--- config.mk ---
export PLATFORM = sky130hd
export DESIGN_NAME = cam_sequencer_flat
export DESIGN_NICKNAME = d
export VERILOG_FILES = /design/src/rtl/cam_sequencer_if.sv /design/src/rtl/cam_sequencer.sv /design/src/flat_wrapper.sv
export SDC_FILE = /design/constraint.sdc
export NUM_CORES = 1
export LEC_CHECK = 0
export BUFFER_PORTS_ARGS = -buffer_cell sky130_fd_sc_hd__clkbuf_2
export CAP_MARGIN = 20
export CELL_PAD_IN_SITES_DETAIL_PLACEMENT = 0
export CELL_PAD_IN_SITES_GLOBAL_PLACEMENT = 1
export CORE_ASPECT_RATIO = 1.2
export CORE_MARGIN = 2
export CORE_UTILIZATION = 47
export DETAILED_ROUTE_END_ITERATION = 12
export PLACE_DENSITY_LB_ADDON = 0.1
export SETUP_SLACK_MARGIN = 0.2
export SLEW_MARGIN = 20
export SYNTH_ARGS = -nofsm -noshare
export SYNTH_HDL_FRONTEND = slang
export SYNTH_SLANG_ARGS = --single-unit
--- constraint.sdc ---
create_clock -name clk -period 4.6 [get_ports clk]
set_clock_uncertainty 0.2 [all_clocks]
set_input_delay 0.23 -clock clk [delete_from_list [all_inputs] [get_ports clk]]
set_output_delay 0.23 -clock clk [all_outputs]
set_load 0.05 [all_outputs]
--- src/rtl/cam_sequencer_if.sv ---
// Transaction-level I2C master bus between the camera sequencer and the I2C master.
`timescale 1ns/1ps
interface cam_sequencer_if;
  logic        m_start;
  logic [6:0]  m_addr;
  logic        m_rw;
  logic [4:0]  m_len;
  logic [15:0] m_wdata;
  logic        m_done;
  logic        m_nack;
  logic [7:0]  m_rdata;
  logic        m_rvalid;

  modport master (
    output m_start, m_addr, m_rw, m_len, m_wdata,
    input  m_done, m_nack, m_rdata, m_rvalid
  );

  modport slave (
    input  m_start, m_addr, m_rw, m_len, m_wdata,
    output m_done, m_nack, m_rdata, m_rvalid
  );
endinterface

--- src/rtl/cam_sequencer.sv ---
// IR camera sequencer: one-shot register init, then periodic pointer-write/16-byte-read
// polling with blob-1 decode, NACK backoff and a sticky fault after repeated failures.
`timescale 1ns/1ps
module cam_sequencer #(
  parameter logic [6:0]  DEV_ADDR    = 7'h58,
  parameter int unsigned GAP_CYCLES  = 16,
  parameter int unsigned POLL_CYCLES = 64,
  parameter int unsigned MAX_RETRY   = 3
) (
  input  logic       clk,
  input  logic       reset,
  input  logic       start,
  cam_sequencer_if.master bus,
  output logic [9:0] x,
  output logic [9:0] y,
  output logic [3:0] size,
  output logic       blob_seen,
  output logic       pos_valid,
  output logic       init_done,
  output logic       busy,
  output logic       fault,
  output logic       err_pulse
);

  localparam int unsigned MAXC = (GAP_CYCLES > POLL_CYCLES) ? GAP_CYCLES : POLL_CYCLES;
  localparam int unsigned TW   = $clog2(MAXC + 1);
  localparam int unsigned RW   = $clog2(MAX_RETRY + 2);
  localparam logic [TW-1:0] GAP_LOAD  = TW'(GAP_CYCLES - 1);
  localparam logic [TW-1:0] POLL_LOAD = TW'(POLL_CYCLES - 1);
  localparam logic [RW-1:0] RETRY_LIM = RW'(MAX_RETRY);
  localparam logic [RW-1:0] RETRY_SAT = RW'(MAX_RETRY + 1);

  typedef enum logic [3:0] {
    IDLE, INIT_ISSUE, INIT_WAIT, INIT_GAP, BACKOFF,
    PTR_ISSUE, PTR_WAIT, PTR_GAP, RD_ISSUE, RD_WAIT,
    PUBLISH, POLL_WAIT, FAULT
  } state_t;

  state_t          state_q, state_d;
  logic [2:0]      idx_q, idx_d;
  logic [RW-1:0]   retry_q, retry_d, retry_inc;
  logic [TW-1:0]   tmr_q, tmr_d;
  logic [4:0]      cnt_q, cnt_d, cnt_nxt;
  logic [7:0]      b1_q, b1_d, b2_q, b2_d, b3_q, b3_d;
  logic [9:0]      x_q, x_d, y_q, y_d;
  logic [3:0]      size_q, size_d;
  logic            init_done_q, init_done_d;

  function automatic logic [15:0] init_word(input logic [2:0] i);
    case (i)
      3'd0:    init_word = 16'h3001;
      3'd1:    init_word = 16'h3008;
      3'd2:    init_word = 16'h0690;
      3'd3:    init_word = 16'h08C0;
      3'd4:    init_word = 16'h1A40;
      default: init_word = 16'h3333;
    endcase
  endfunction

  always_ff @(posedge clk or posedge reset) begin
    if (reset) begin
      state_q     <= IDLE;
      idx_q       <= '0;
      retry_q     <= '0;
      tmr_q       <= '0;
      cnt_q       <= '0;
      b1_q        <= '0;
      b2_q        <= '0;
      b3_q        <= '0;
      x_q         <= '1;
      y_q         <= '1;
      size_q      <= '0;
      init_done_q <= 1'b0;
    end else begin
      state_q     <= state_d;
      idx_q       <= idx_d;
      retry_q     <= retry_d;
      tmr_q       <= tmr_d;
      cnt_q       <= cnt_d;
      b1_q        <= b1_d;
      b2_q        <= b2_d;
      b3_q        <= b3_d;
      x_q         <= x_d;
      y_q         <= y_d;
      size_q      <= size_d;
      init_done_q <= init_done_d;
    end
  end

  assign retry_inc = (retry_q == RETRY_SAT) ? retry_q : retry_q + RW'(1);

  always_comb begin
    state_d     = state_q;
    idx_d       = idx_q;
    retry_d     = retry_q;
    tmr_d       = tmr_q;
    cnt_d       = cnt_q;
    cnt_nxt     = cnt_q;
    b1_d        = b1_q;
    b2_d        = b2_q;
    b3_d        = b3_q;
    x_d         = x_q;
    y_d         = y_q;
    size_d      = size_q;
    init_done_d = init_done_q;
    err_pulse   = 1'b0;

    case (state_q)
      IDLE, FAULT: begin
        if (start) begin
          state_d     = INIT_ISSUE;
          idx_d       = '0;
          retry_d     = '0;
          init_done_d = 1'b0;
        end
      end
      INIT_ISSUE: state_d = INIT_WAIT;
      INIT_WAIT: begin
        if (bus.m_done) begin
          if (bus.m_nack) begin
            err_pulse = 1'b1;
            retry_d   = retry_inc;
            tmr_d     = POLL_LOAD;
            state_d   = BACKOFF;
          end else begin
            tmr_d   = GAP_LOAD;
            state_d = INIT_GAP;
          end
        end
      end
      INIT_GAP: begin
        if (tmr_q == '0) begin
          if (idx_q == 3'd5) begin
            init_done_d = 1'b1;
            retry_d     = '0;
            state_d     = PTR_ISSUE;
          end else begin
            idx_d   = idx_q + 3'd1;
            state_d = INIT_ISSUE;
          end
        end else begin
          tmr_d = tmr_q - TW'(1);
        end
      end
      BACKOFF: begin
        // Fault only once the retry budget has been exceeded, so MAX_RETRY
        // restarts are attempted before giving up.
        if (tmr_q == '0) begin
          init_done_d = 1'b0;
          if (retry_q > RETRY_LIM) begin
            state_d = FAULT;
          end else begin
            idx_d   = '0;
            state_d = INIT_ISSUE;
          end
        end else begin
          tmr_d = tmr_q - TW'(1);
        end
      end
      PTR_ISSUE: state_d = PTR_WAIT;
      PTR_WAIT: begin
        if (bus.m_done) begin
          if (bus.m_nack) begin
            err_pulse = 1'b1;
            retry_d   = retry_inc;
            tmr_d     = POLL_LOAD;
            state_d   = BACKOFF;
          end else begin
            tmr_d   = GAP_LOAD;
            state_d = PTR_GAP;
          end
        end
      end
      PTR_GAP: begin
        if (tmr_q == '0) state_d = RD_ISSUE;
        else             tmr_d   = tmr_q - TW'(1);
      end
      RD_ISSUE: begin
        cnt_d   = '0;
        state_d = RD_WAIT;
      end
      RD_WAIT: begin
        if (bus.m_rvalid) begin
          case (cnt_q)
            5'd1:    b1_d = bus.m_rdata;
            5'd2:    b2_d = bus.m_rdata;
            5'd3:    b3_d = bus.m_rdata;
            default: ;
          endcase
          if (cnt_q != 5'd16) cnt_nxt = cnt_q + 5'd1;
        end
        cnt_d = cnt_nxt;
        // A byte arriving with m_done is already counted in cnt_nxt.
        if (bus.m_done) begin
          if (bus.m_nack || (cnt_nxt != 5'd16)) begin
            err_pulse = 1'b1;
            retry_d   = retry_inc;
            tmr_d     = POLL_LOAD;
            state_d   = BACKOFF;
          end else begin
            x_d     = {b3_q[5:4], b1_q};
            y_d     = {b3_q[7:6], b2_q};
            size_d  = b3_q[3:0];
            state_d = PUBLISH;
          end
        end
      end
      PUBLISH: begin
        retry_d = '0;
        tmr_d   = POLL_LOAD;
        state_d = POLL_WAIT;
      end
      POLL_WAIT: begin
        if (tmr_q == '0) state_d = PTR_ISSUE;
        else             tmr_d   = tmr_q - TW'(1);
      end
      default: state_d = IDLE;
    endcase
  end

  always_comb begin
    bus.m_start = 1'b0;
    bus.m_rw    = 1'b0;
    bus.m_len   = '0;
    bus.m_wdata = '0;
    case (state_q)
      INIT_ISSUE, INIT_WAIT: begin
        bus.m_start = (state_q == INIT_ISSUE);
        bus.m_len   = 5'd2;
        bus.m_wdata = init_word(idx_q);
      end
      PTR_ISSUE, PTR_WAIT: begin
        bus.m_start = (state_q == PTR_ISSUE);
        bus.m_len   = 5'd1;
        bus.m_wdata = 16'h3600;
      end
      RD_ISSUE, RD_WAIT: begin
        bus.m_start = (state_q == RD_ISSUE);
        bus.m_rw    = 1'b1;
        bus.m_len   = 5'd16;
      end
      default: ;
    endcase
  end

  assign bus.m_addr = DEV_ADDR;
  assign x          = x_q;
  assign y          = y_q;
  assign size       = size_q;
  assign blob_seen  = !((x_q == 10'h3FF) && (y_q == 10'h3FF));
  assign pos_valid  = (state_q == PUBLISH);
  assign init_done  = init_done_q;
  assign busy       = (state_q != IDLE) && (state_q != FAULT);
  assign fault      = (state_q == FAULT);

endmodule

--- src/flat_wrapper.sv ---
// flat-port wrapper written by rule: the top's interface ports become plain ports
module cam_sequencer_flat 
#(
  parameter logic [6:0]  DEV_ADDR    = 7'h58,
  parameter int unsigned GAP_CYCLES  = 16,
  parameter int unsigned POLL_CYCLES = 64,
  parameter int unsigned MAX_RETRY   = 3
)
  (clk, reset, start, x, y, size, blob_seen, pos_valid, init_done, busy, fault, err_pulse, bus_m_start, bus_m_addr, bus_m_rw, bus_m_len, bus_m_wdata, bus_m_done, bus_m_nack, bus_m_rdata, bus_m_rvalid);
  cam_sequencer_if bus_i ();
  input  logic clk;
  input  logic reset;
  input  logic start;
  output logic [9:0] x;
  output logic [9:0] y;
  output logic [3:0] size;
  output logic blob_seen;
  output logic pos_valid;
  output logic init_done;
  output logic busy;
  output logic fault;
  output logic err_pulse;
  output wire logic [$bits(bus_i.m_start)-1:0] bus_m_start;
  output wire logic [$bits(bus_i.m_addr)-1:0] bus_m_addr;
  output wire logic [$bits(bus_i.m_rw)-1:0] bus_m_rw;
  output wire logic [$bits(bus_i.m_len)-1:0] bus_m_len;
  output wire logic [$bits(bus_i.m_wdata)-1:0] bus_m_wdata;
  input wire logic [$bits(bus_i.m_done)-1:0] bus_m_done;
  input wire logic [$bits(bus_i.m_nack)-1:0] bus_m_nack;
  input wire logic [$bits(bus_i.m_rdata)-1:0] bus_m_rdata;
  input wire logic [$bits(bus_i.m_rvalid)-1:0] bus_m_rvalid;
  assign bus_m_start = bus_i.m_start;
  assign bus_m_addr = bus_i.m_addr;
  assign bus_m_rw = bus_i.m_rw;
  assign bus_m_len = bus_i.m_len;
  assign bus_m_wdata = bus_i.m_wdata;
  assign bus_i.m_done = bus_m_done;
  assign bus_i.m_nack = bus_m_nack;
  assign bus_i.m_rdata = bus_m_rdata;
  assign bus_i.m_rvalid = bus_m_rvalid;
  cam_sequencer #(.DEV_ADDR(DEV_ADDR), .GAP_CYCLES(GAP_CYCLES), .POLL_CYCLES(POLL_CYCLES), .MAX_RETRY(MAX_RETRY)) u_core (.clk(clk), .reset(reset), .start(start), .bus(bus_i), .x(x), .y(y), .size(size), .blob_seen(blob_seen), .pos_valid(pos_valid), .init_done(init_done), .busy(busy), .fault(fault), .err_pulse(err_pulse));
endmodule
# Yosys cells after proc, flatten, opt, wreduce, memory -nomap -nowiden

Cells that the tools add are included.

Input port bits: 14
Memory bits (read-only): 0
Register bits after elaboration: 71
Bits in writable memories: 0
Memories: 0
Bits in latches: 0
Word-level logic and storage cells: 139
Output and inout bits: 60

Shift-type cells: 0
$add $sub $neg: 4
Bitwise gates (word level): 1
Muxes and demuxes: 53
Div/mod/pow operators: 0
Reductions and logical operators: 27
Magnitude comparators: 1
Eq/ne operators: 41
Multiply operators: 0

Operator list:

| operator             | number |
|---|---|
| $pmux 14 s5          | 1 |
| $pmux 4 s12          | 1 |
| $mux 3               | 14 |
| $mux 4               | 10 |
| $pmux 16 s2          | 1 |
| $mux 7               | 4 |
| $pmux 7 s4           | 1 |
| $eq 10x10->1 const B | 2 |
| $eq 4x4->1 const B   | 5 |
| $eq 4x3->1 const B   | 4 |
| $ne 2x1->1 const B   | 8 |
| $reduce_and 8->1     | 2 |
| $mux 5               | 3 |
| $pmux 3 s5           | 1 |
| $pmux 5 s3           | 1 |
| $ne 2x2->1 const B   | 7 |
| $reduce_and 3->1     | 4 |
| $eq 5x2->1 const B   | 2 |
| $ne 5x5->1 const B   | 2 |
| $pmux 5 s2           | 1 |
| $reduce_and 5->1     | 2 |
| $reduce_or 2->1      | 5 |
| $eq 3x3->1 const B   | 3 |
| $mux 1               | 9 |
| other kinds (28)     | 34 |

# Depth between registers and ports, before layout

Gate-level depths: netlist of run 1.

Depth in word-level cells: 9
Depth in mapped cells: 10
Depth with buffers taken out: 8

# Worst setup path before layout of run 1

Ideal clock, no wire load.

Path type: reg-to-output
From: register u_core.state_q[3]
To: output port bus_m_wdata[0]
Stages on the path, launching flop included: 5
Buffers on the path: 2
Setup slack: 1808 ps
Data arrival time: 2362 ps
Data required time: 4170 ps
Cell sequence: dfrtp_1 -> buf_2 -> clkbuf_1 -> or3_1 -> nor3b_1

Longest elaborated chain between the ends: 3
Elaborated cells between the ends (all ways): 7
Those cells by class: eq/ne: 4; mux: 1; reduce/logical: 2

RTL lines:

| item                                     | line                 | text |
|---|---|---|
| from (decl)                              | cam_sequencer.sv:39  | `state_t state_q, state_d;` |
| from (signal assigned)                   | cam_sequencer.sv:75  | `state_q <= state_d;` |
| $eq 4x3->1, or another cell as far along | cam_sequencer.sv:226 | `case (state_q)` |
| $reduce_or 2->1                          | cam_sequencer.sv:226 |  |
| $pmux 16 s2 (*)                          | cam_sequencer.sv:226 |  |
| to (decl)                                | flat_wrapper.sv:27   | `output wire logic [$bits(bus_i.m_wdata)-1:0] bus_m_wdata;` |

Every way passes the cells marked *; elsewhere a longest branch is shown, timed or not.

# Final worst setup path of run 1

From: register u_core.cnt_q[0]
To: output port err_pulse

Longest elaborated chain between the ends: 9
Elaborated cells between the ends (all ways): 10
Those cells by class: add/sub: 1; eq/ne: 2; mux: 6; reduce/logical: 1

RTL lines:

| item                                      | line                 | text |
|---|---|---|
| from (decl)                               | cam_sequencer.sv:43  | `logic [4:0] cnt_q, cnt_d, cnt_nxt;` |
| from (signal assigned)                    | cam_sequencer.sv:79  | `cnt_q <= cnt_d;` |
| $add 5x1->5 or $ne 5x5->1 (tied branches) | cam_sequencer.sv:190 | `if (cnt_q != 5'd16) cnt_nxt = cnt_q + 5'd1;` |
| $mux 5                                    | cam_sequencer.sv:190 |  |
| $mux 5 (*)                                | cam_sequencer.sv:183 | `if (bus.m_rvalid) begin` |
| $mux 5 (*)                                | cam_sequencer.sv:108 | `case (state_q)` |
| $ne 5x5->1 (*)                            | cam_sequencer.sv:195 | `if (bus.m_nack \|\| (cnt_nxt != 5'd16)) begin` |
| $logic_or 1x1->1 (*)                      | cam_sequencer.sv:195 |  |
| $mux 1 (*)                                | cam_sequencer.sv:195 |  |
| $mux 1 (*)                                | cam_sequencer.sv:194 | `if (bus.m_done) begin` |
| $pmux 1 s2 (*)                            | cam_sequencer.sv:108 |  |
| to (decl)                                 | flat_wrapper.sv:22   | `output logic err_pulse;` |

Every way passes the cells marked *; elsewhere a longest branch is shown, timed or not. The select of a mux whose other input is x is not followed.

==> impl_metrics.py, run 1 <==
metrics = {
    "global_route": {
        "grt_max_degree": 38,
        "gr-usage-met1": 0.2379,
        "overflow": 0,
        "grt_pass1_vias": 3128,
        "grt_use_met2": 0.3561,
        "antenna_found_initial": 0,
        "grt.total_usage": 0.2045,
        "grt_pass1_wl_mm": 15.04,
        "grt_util_met3": 0.04270,
        "busiest_layer": "met2",
    },
    "final_layout": {
        "layout-drive-gt1-share": 0.3463,
        "final_util": 0.5554,
        "fillers": 827,
        "fin_nets": 484,
        "regArea_um2": 1802,
        "final_common_cell": "clkbuf_2",
        "final_cell_mix": "61 x clkbuf_2, 51 x dfrtp_1, 47 x mux2_2, 30 x nand2_1, 30 x nor2_1",
        "diodes": 0,
        "area_delta_synth_final_pct": 15.63,
        "multi_input_area_um2": 2046,
    },
    "cts": {
        "cts-root-buf": "clkbuf_8",
        "clk_latency_ns": 0.34,
        "ctsResizeCount": 0,
        "clkSinkCount": 71,
        "clockBufferDepth": 2,
        "h-tree-depth": 3,
        "cts_tree": "done",
        "postCtsSetupBuffers": 0,
        "clk_pin_slew_ns": 0.08,
        "cts_inserted_buffers": 9,
    },
    "sta": {
        "setup_viol": 0,
        "rsz0062_at_grt": "no",
        "slew_violations": 0,
        "fin_crit_sh": 0.6542,
        "max_slew_margin": 0.4485,
        "fin_tns_setup_ns": 0,
        "fin_crit_ns": 3.009,
        "fmax_mhz": 332.3,
        "worst_slew_pin_slew_ns": 0.8261,
        "hold_viol": 0,
        "worst_slack_ns": 1.591,
    },
    "setup_path": {
        "r2r-start": "u_core.state_q[2]",
        "criticalPathCategory": "reg2out",
        "path_cells": "inv_1, ha_1, nor4bb_4, or3_1, o2111a_1, nor2b_1, o21ai_0, and2_1, clkbuf_2",
        "crit_end": "err_pulse",
        "cp-end-kind": "output pin",
        "worstPathRequired_ns": 4.17,
        "max_stage_delay_ns": 0.49,
        "startpoint": "u_core.cnt_q[0]",
        "r2r_slack_ns": 1.60,
        "cp_max_fo": 8,
        "critPathArrivalTime_ns": 2.58,
        "r2r_end": "u_core.tmr_q[1]",
        "r2r_cells": 6,
        "cpMaxStageDelayCell": "dfrtp_1",
        "crit_path_start_kind": "flop",
    },
    "pwr": {
        "combPwrFrac": 0.410,
        "power_leakage_nw": 2.227,
        "swShare": 0.4353,
        "p_sw_w": 0.001080,
        "ir_drop_mv": 0.4277,
        "power_density_nw_per_um2": 524.3,
        "power_w": 0.002480,
        "power_frac_seq": 0.337,
        "clkPwrFrac": 0.253,
        "p_int_w": 0.001401,
    },
    "synth": {
        "ys.flop_type": "dfrtp_1",
        "syn_inst": 395,
        "syn_area_um2": 4091,
        "synth_edf_count": 0,
        "postSynthAreaPerCell_um2": 10.36,
        "ys_seq_elements": 71,
        "synth_seq_area_share": 0.4404,
        "synth_cell_types": 67,
        "synth_warnings": 0,
        "async_flop_share": 1.000,
    },
    "detailed_routing": {
        "drtAntennaViolNets": 0,
        "first_iter_violations": 142,
        "vias": 3182,
        "finalWirelength_mm": 9.323,
        "vias_per_cell": 5.496,
        "drc": 0,
        "wire_per_inst_um": 16.10,
        "dr.pass1.iters": 4,
    },
    "die": {
        "io_pins": 74,
        "coreArea_um2": 8518,
        "fp.dieW_um": 89.17,
        "die_height_um": 106.2,
        "start_util": 0.4803,
        "rows": 37,
        "die_area_um2": 9470,
    },
    "worst_hold_path": {
        "hold_class": "in2reg",
    },
    "flow_run": {
        "maxCapViolations": 0,
    },
    "placement": {
        "io_buffers": 61,
        "dp_slack_ns": 1.635,
        "dp.final_hpwl_mm": 6.841,
        "gp_congestion": 0.8353,
    },
    "outcome": {
        "status": "complete, no violations",
    },
}
[layer usage]
layer,up-vias,share of wire
met5,-,0
met3,18,0.046
met2,112,0.51
met1,1523,0.42
met4,0,0.025
li1,1529,-
[synth_stat cells, drive strengths merged (2+ instances only)]
master  instances  share of area
o31ai           6          0.012
nand4           6         0.0092
o41ai           5          0.011
dfrtp          51           0.31
a22oi           2         0.0037
a211oi          4         0.0086
nor3b           3         0.0083
o32a            2         0.0049
o21ai          19          0.023
and2            3         0.0046
mux2i           4         0.0098
dfstp          20           0.13
or4             2         0.0046
o22ai           5         0.0076
buf            27          0.047
nand2          30          0.028
a21o            3         0.0055
or2             2         0.0031
and3            4         0.0061
nor2           31          0.029
mux2           51           0.14
nor3           11          0.016
o21a            2         0.0037
a21oi          18          0.023
xnor2           2         0.0043
nand2b          9          0.014
or3             5         0.0089
conb            2         0.0018
inv            20          0.018
clkbuf          4         0.0037
o32ai           2         0.0043
nand3           5         0.0061
ha             13          0.040
a31oi           4         0.0061
[layout make-up]
class,count,share of cell area
tap,117,0.03094
inverter,20,0.01587
timing repair buffer,72,0.08675
sequential,71,0.3809
clock inverter,7,0.02698
multi-input combinational,283,0.4324
clock buffer,9,0.02618
[through the flow]
step / std cells / hold slack (ns) / instance area, um2
CTS: 579 / 0.07902 / 4731
global placement: 554 / 0.2232 / 4389
floorplan: 405 / 0.1806 / 4129
global route: 579 / 0.1294 / 4731
finish: 579 / 0.09582 / 4731
detailed placement: 554 / 0.2394 / 4389
[cells by family (layout without fill, tap and decap cells)]
| family | Yosys count | count (layout) | synth area share |
|---|---|---|---|
| AO/OA/AOI/OAI | 84 | 84 | 0.1404 |
| other | 2 | 12 | 0.001836 |
| multiplexers | 55 | 55 | 0.1511 |
| buffers and inverters | 51 | 108 | 0.06881 |
| AND/OR/NAND/NOR | 116 | 116 | 0.1514 |
| XOR/XNOR | 3 | 3 | 0.006423 |
| adder cells (fa/ha/maj) | 13 | 13 | 0.03976 |
| flip-flops | 71 | 71 | 0.4404 |
[registers in the layout, summed over array words and instances, names as in the netlist, 4 cells and up]
signal,flops
u_core.b1_q,8
u_core.b3_q,8
u_core.state_q,4
u_core.x,10
u_core.cnt_q,5
u_core.y,10
u_core.size,4
u_core.b2_q,8
u_core.tmr_q,7
[power groups by stage]
stage                     combinational [W]  clock [W]  sequential [W]
after floorplan                    0.000869          0        0.000779
after global placement              0.00101          0        0.000841
after detailed placement            0.00100          0        0.000841
after CTS                           0.00101   0.000646        0.000831
after global routing                0.00111   0.000673        0.000854
final                               0.00102   0.000627        0.000836
[critical path, delay by kind of cell (launching register included)]
family | cells | cell delay [ns]
simple gates | 4 | 0.81
flops | 1 | 0.49
buf+inv | 2 | 0.37
compound gates | 2 | 0.34
fa+ha+maj | 1 | 0.24
[worst min path at each step]
stage | end | slack (ns) | depth (start not counted) | start
4_1_cts | u_core.cnt_q[2] | 0.08 | 3 | bus_m_rvalid
6_report | u_core.cnt_q[2] | 0.1 | 3 | bus_m_rvalid
5_1_grt | u_core.cnt_q[2] | 0.13 | 3 | bus_m_rvalid
3_3_place_gp | u_core.tmr_q[2] | 0.22 | 2 | reset
3_5_place_dp | u_core.size[2] | 0.24 | 2 | reset
2_1_floorplan | u_core.b1_q[0] | 0.18 | 1 | bus_m_rdata[0]
[timing repair]
action,4_1_cts,5_1_grt
endpoints found under the hold margin,54,0
endpoints found under the setup margin,0,0
hold buffers,9,0
No activity file was read; power rests on OpenSTA's default activity.
==> inputs of run 2 (changes only) <==
CORE_UTILIZATION = 39   (was 47)
clock period = 2.5 ns   (was 4.6 ns; I/O delays follow)
==> run 2 against run 1 <==
The run now ends with negative setup slack left. Sequential power is 70% higher. Power is 120% higher. Setup slack lost 1.6 ns. Sequential share of layout area shrank 6.4 points. Flip-flop and latch count did not move. Critical path depth unchanged. Cell count grew 11%. First-iteration DRC count fell by 29%. Clock power rose by 91%. Utilization grew 0.92 points. Global-route usage fell by 1.2 points. Clock-buffer cell count up 1.
==> impl_metrics.py, run 2 (synthesis results as in run 1) <==
metrics = {
    "outcome": {
        "status": "complete, but fails checks",
        "violations": "negative setup slack",
    },
    "pwr": {
        "power_leakage_nw": 2.614,
        "ir_drop_mv": 0.9300,
        "power_w": 0.005502,
        "power_density_nw_per_um2": 963.9,
    },
    "cts": {
        "clockBufferDepth": 2,
        "cts_inserted_buffers": 9,
        "clk_pin_slew_ns": 0.06,
        "cts_tree": "done",
        "clk_latency_ns": 0.33,
        "h-tree-depth": 3,
        "cts-root-buf": "clkbuf_16",
        "clkSinkCount": 71,
    },
    "global_route": {
        "antenna_found_initial": 0,
        "grt_use_met2": 0.3522,
        "overflow": 0,
        "grt.total_usage": 0.1928,
        "gr-usage-met1": 0.2208,
        "grt_pass1_wl_mm": 17.08,
        "grt_pass1_vias": 3406,
        "grt_util_met3": 0.03710,
        "busiest_layer": "met2",
        "grt_max_degree": 37,
    },
    "setup_path": {
        "r2r-start": "u_core.cnt_q[1]",
        "critPathArrivalTime_ns": 2.52,
        "r2r_cells": 9,
        "startpoint": "u_core.cnt_q[1]",
        "cp_max_fo": 3,
        "worstPathRequired_ns": 2.52,
        "cp-end-kind": "flop",
        "r2r_slack_ns": -0.005,
        "r2r_end": "u_core.tmr_q[1]",
        "crit_path_start_kind": "flop",
        "criticalPathCategory": "reg2reg",
    },
    "placement": {
        "dp.cells": 600,
        "gp_congestion": 0.9172,
        "dp.final_hpwl_mm": 7.674,
        "io_buffers": 61,
        "dp_slack_ns": 0.01142,
    },
    "detailed_routing": {
        "dr.pass1.iters": 4,
        "vias": 3406,
        "drtAntennaViolNets": 0,
        "finalWirelength_mm": 10.93,
        "first_iter_violations": 101,
        "drc": 0,
        "wire_per_inst_um": 16.97,
        "vias_per_cell": 5.289,
    },
    "sta": {
        "setup_viol": 1,
        "slew_violations": 0,
        "fmax_mhz": 399.2,
        "hold_viol": 0,
        "fin_crit_sh": 1.002,
        "fin_crit_ns": 2.505,
        "max_slew_margin": 0.6427,
        "worst_slew_pin_slew_ns": 0.5328,
        "rsz0062_at_grt": "yes",
        "fin_tns_setup_ns": -0.004719,
        "worst_slack_ns": -0.004719,
    },
    "die": {
        "die_area_um2": 11330,
        "die_height_um": 116.2,
        "rows": 40,
        "coreArea_um2": 10110,
        "io_pins": 74,
        "start_util": 0.4047,
        "fp.dieW_um": 97.50,
    },
    "final_layout": {
        "final_cell_mix": "55 x clkbuf_2, 47 x buf_4, 45 x dfrtp_1, 27 x nand2_1, 27 x mux2_4",
        "regArea_um2": 1809,
        "final_common_cell": "clkbuf_2",
        "fillers": 890,
        "final_util": 0.5646,
        "diodes": 0,
        "fin_nets": 540,
        "stdcell_count": 644,
        "area_delta_synth_final_pct": 39.51,
        "layout-drive-gt1-share": 0.5135,
        "multi_input_area_um2": 2390,
    },
    "flow_run": {
        "maxCapViolations": 0,
    },
    "worst_hold_path": {
        "whs_path_depth": 2,
        "worstHoldEndpoint": "u_core.cnt_q[1]",
        "hp-start": "bus_m_rvalid",
        "hold_class": "in2reg",
    },
}
[run 2: critical path, stage by stage, from the launching register on]
cell and delay, ns:
dfrtp_1 0.36, inv_2 0.06, ha_4 0.16, nor4bb_4 0.15, or3_1 0.32, o2111a_1 0.15, buf_4 0.14, nor3b_4 0.15
or3_4 0.41, mux2_4 0.30
[run 2: timing repair]
item	4_1_cts	5_1_grt
buffers inserted	9	6
gates resized for setup	48	48
endpoints found under the setup margin	46	75
hold endpoints to repair	60	0
pin swaps	17	10
hold buffers	10	0
gates cloned	1	2
[run 2: report_power, final]
part	internal, W	switching [W]	total [W]	leakage (nW)
sequential	0.00130	0.000126	0.00142	0.881
combinational	0.00119	0.00169	0.00288	1.59
clock	0.000701	0.000500	0.00120	0.139
[run 2: worst max-delay path by stage]
stage,endpoint,slack [ns],depth (start not counted)
6_report,u_core.tmr_q[1],-0.005,9
4_1_cts,err_pulse,-0.07,10
2_1_floorplan,u_core.tmr_q[1],0.005,9
3_3_place_gp,u_core.size[0],0.08,9
5_1_grt,err_pulse,-0.08,10
3_5_place_dp,u_core.size[3],0.01,9
[run 2: metal layers]
layer | up-vias | part of all wire
met5 | - | 0
li1 | 1638 | -
met4 | 0 | 0.020
met1 | 1661 | 0.42
met3 | 13 | 0.039
met2 | 94 | 0.52
[run 2: layout make-up]
class	instances	share of cell area
Clock buffer	10	0.04187
Clock inverter	6	0.007672
Inverter	20	0.01447
Multi-Input combinational cell	283	0.4187
Sequential cell	71	0.3170
Tap cell	126	0.02762
Timing Repair Buffer	128	0.1727
[run 2: through the flow]
step                      hold WS (ns)  instance area [um2]
final                          0.04227                 5708
after global routing           0.07367                 5708
after CTS                      0.03360                 5459
after detailed placement      -0.06948                 4760
after global placement        -0.07335                 4760
after floorplan                0.07558                 4177
==> inputs of run 3 (changes only) <==
CORE_ASPECT_RATIO = 1.1   (was 1.2)
==> run 3 against run 2 <==
The flow now finishes without violations. Utilization decreased by 0.88 points. Final area increased by 0.26%. Setup slack improved by 0.010 ns. Power increased by 0.64%. Sequential share of layout area decreased by 0.083 points. Die area about the same. Critical endpoint is now err_pulse. Largest cell class unchanged.
==> impl_metrics.py, run 3 (synthesis results as in run 1) <==
metrics = {
    "flow_run": {
        "maxCapViolations": 0,
    },
    "final_layout": {
        "final_util": 0.5558,
        "final_cell_mix": "55 x clkbuf_2, 45 x dfrtp_1, 42 x buf_4, 27 x nand2_1",
        "fin_nets": 539,
        "diodes": 0,
        "stdcell_count": 660,
        "area_delta_synth_final_pct": 39.88,
        "final_common_cell": "clkbuf_2",
        "layout-drive-gt1-share": 0.5010,
    },
    "setup_path": {
        "criticalPathCategory": "reg2out",
        "crit_path_start_kind": "flop",
        "max_stage_delay_ns": 0.35,
        "cpMaxStageDelayCell": "dfrtp_1",
        "critPathArrivalTime_ns": 2.17,
        "cp_max_fo": 3,
        "r2r-start": "u_core.cnt_q[0]",
        "startpoint": "u_core.cnt_q[0]",
        "cp-end-kind": "output pin",
        "path_cells": "inv_2, ha_4, nor4bb_4, or3_1, o2111a_1, nor2b_4, buf_6, o21ai_2, and2_4, clkbuf_16",
        "r2r_cells": 9,
        "worstPathRequired_ns": 2.17,
    },
    "pwr": {
        "power_density_nw_per_um2": 967.5,
        "power_leakage_nw": 2.609,
        "ir_drop_mv": 1.026,
    },
    "worst_hold_path": {
        "whs_path_depth": 2,
        "hp-start": "bus_m_rvalid",
        "hold_class": "in2reg",
    },
    "die": {
        "rows": 39,
        "io_pins": 74,
        "fp.dieW_um": 101.7,
        "die_area_um2": 11330,
        "start_util": 0.3974,
        "coreArea_um2": 10300,
        "die_height_um": 111.4,
    },
    "placement": {
        "dp.cells": 618,
        "gp_congestion": 0.8836,
        "dp.final_hpwl_mm": 7.448,
        "io_buffers": 61,
    },
    "sta": {
        "fmax_mhz": 400.9,
        "fin_crit_sh": 0.9977,
        "max_slew_margin": 0.6319,
        "rsz0062_at_grt": "yes",
        "worst_slew_pin_slew_ns": 0.5488,
        "setup_viol": 0,
        "hold_viol": 0,
        "fin_crit_ns": 2.494,
        "slew_violations": 0,
    },
    "detailed_routing": {
        "wire_per_inst_um": 16.39,
        "vias": 3409,
        "drtAntennaViolNets": 0,
        "drc": 0,
        "finalWirelength_mm": 10.82,
        "first_iter_violations": 93,
        "vias_per_cell": 5.165,
        "dr.pass1.iters": 4,
    },
    "cts": {
        "cts-root-buf": "clkbuf_16",
        "clk_latency_ns": 0.33,
        "cts_tree": "done",
        "cts_inserted_buffers": 9,
        "clockBufferDepth": 2,
        "clk_pin_slew_ns": 0.05,
        "clkSinkCount": 71,
        "h-tree-depth": 3,
    },
    "global_route": {
        "grt_max_degree": 72,
        "overflow": 0,
        "grt_pass1_wl_mm": 17.24,
        "grt_pass1_vias": 3438,
        "antenna_found_initial": 0,
        "grt.total_usage": 0.1931,
    },
    "outcome": {
        "status": "complete, no violations",
    },
}
==> run 3: worst paths after layout <==
kind                            slack, ns               to
worst min register to register       0.29   u_core.size[1]
max in group asynchronous            1.53      u_core.y[8]
worst max-delay path                0.006        err_pulse
min in group asynchronous            0.20  u_core.tmr_q[0]
worst max register to register       0.04  u_core.tmr_q[1]
worst min-delay path                 0.05  u_core.cnt_q[1]
==> run 3: timing repair <==
action | in CTS | in global routing
buffers inserted | 7 | 5
gates resized for setup | 48 | 44
gates cloned | 1 | 3
pin swaps | 14 | 11
hold buffers | 10 | 0
setup endpoints to repair | 63 | 53
hold endpoints to repair | 96 | 0
==> run 3: stage by stage <==
stage	worst slack [ns]	area, um2	power (W)	TNS, ns	hold WS [ns]
3_3_place_gp	0.04243	4776	0.003782	0	0.01993
3_5_place_dp	0.02000	4776	0.003771	0	0.01861
4_1_cts	-0.04321	5480	0.005417	-0.04321	0.02648
2_1_floorplan	0.005088	4177	0.003084	0	0.07558
5_1_grt	-0.09540	5723	0.005846	-0.2406	0.07159
6_report	0.005722	5723	0.005537	0	0.05313
==> run 3: worst max-delay path, delay by kind of cell (launching register included) <==
kind            cells  cell delay, ns
simple gates        4            0.75
flops               1            0.35
buf+inv             3            0.33
compound gates      2            0.27
fa+ha+maj           1            0.15
==> run 3: layout make-up <==
cell class,count,area [um2]
clock buffers,10,239.0
clock inverters,6,67.56
fillers,922,4573
inverters,20,78.83
multi-input cells,283,2371
flip-flops and latches,71,1809
well taps,143,178.9
repair buffers,127,978.4
==> run 3: per-layer routing <==
| layer | part of all wire | global-route usage | wire, um |
|---|---|---|---|
| met1 | 0.42 | 0.2315 | 4506 |
| met2 | 0.53 | 0.3447 | 5783 |
| met5 | 0 | 0 | 0 |
| met3 | 0.031 | 0.03264 | 337 |
| met4 | 0.018 | 0.06396 | 190 |
==> run 3: power by group <==
group          total, W  leakage (nW)  switching, W  internal, W
logic           0.00280          1.58       0.00167      0.00113
clock network   0.00131         0.145      0.000509     0.000803
registers       0.00143         0.881      0.000127      0.00130
total           0.00554          2.61       0.00230      0.00323
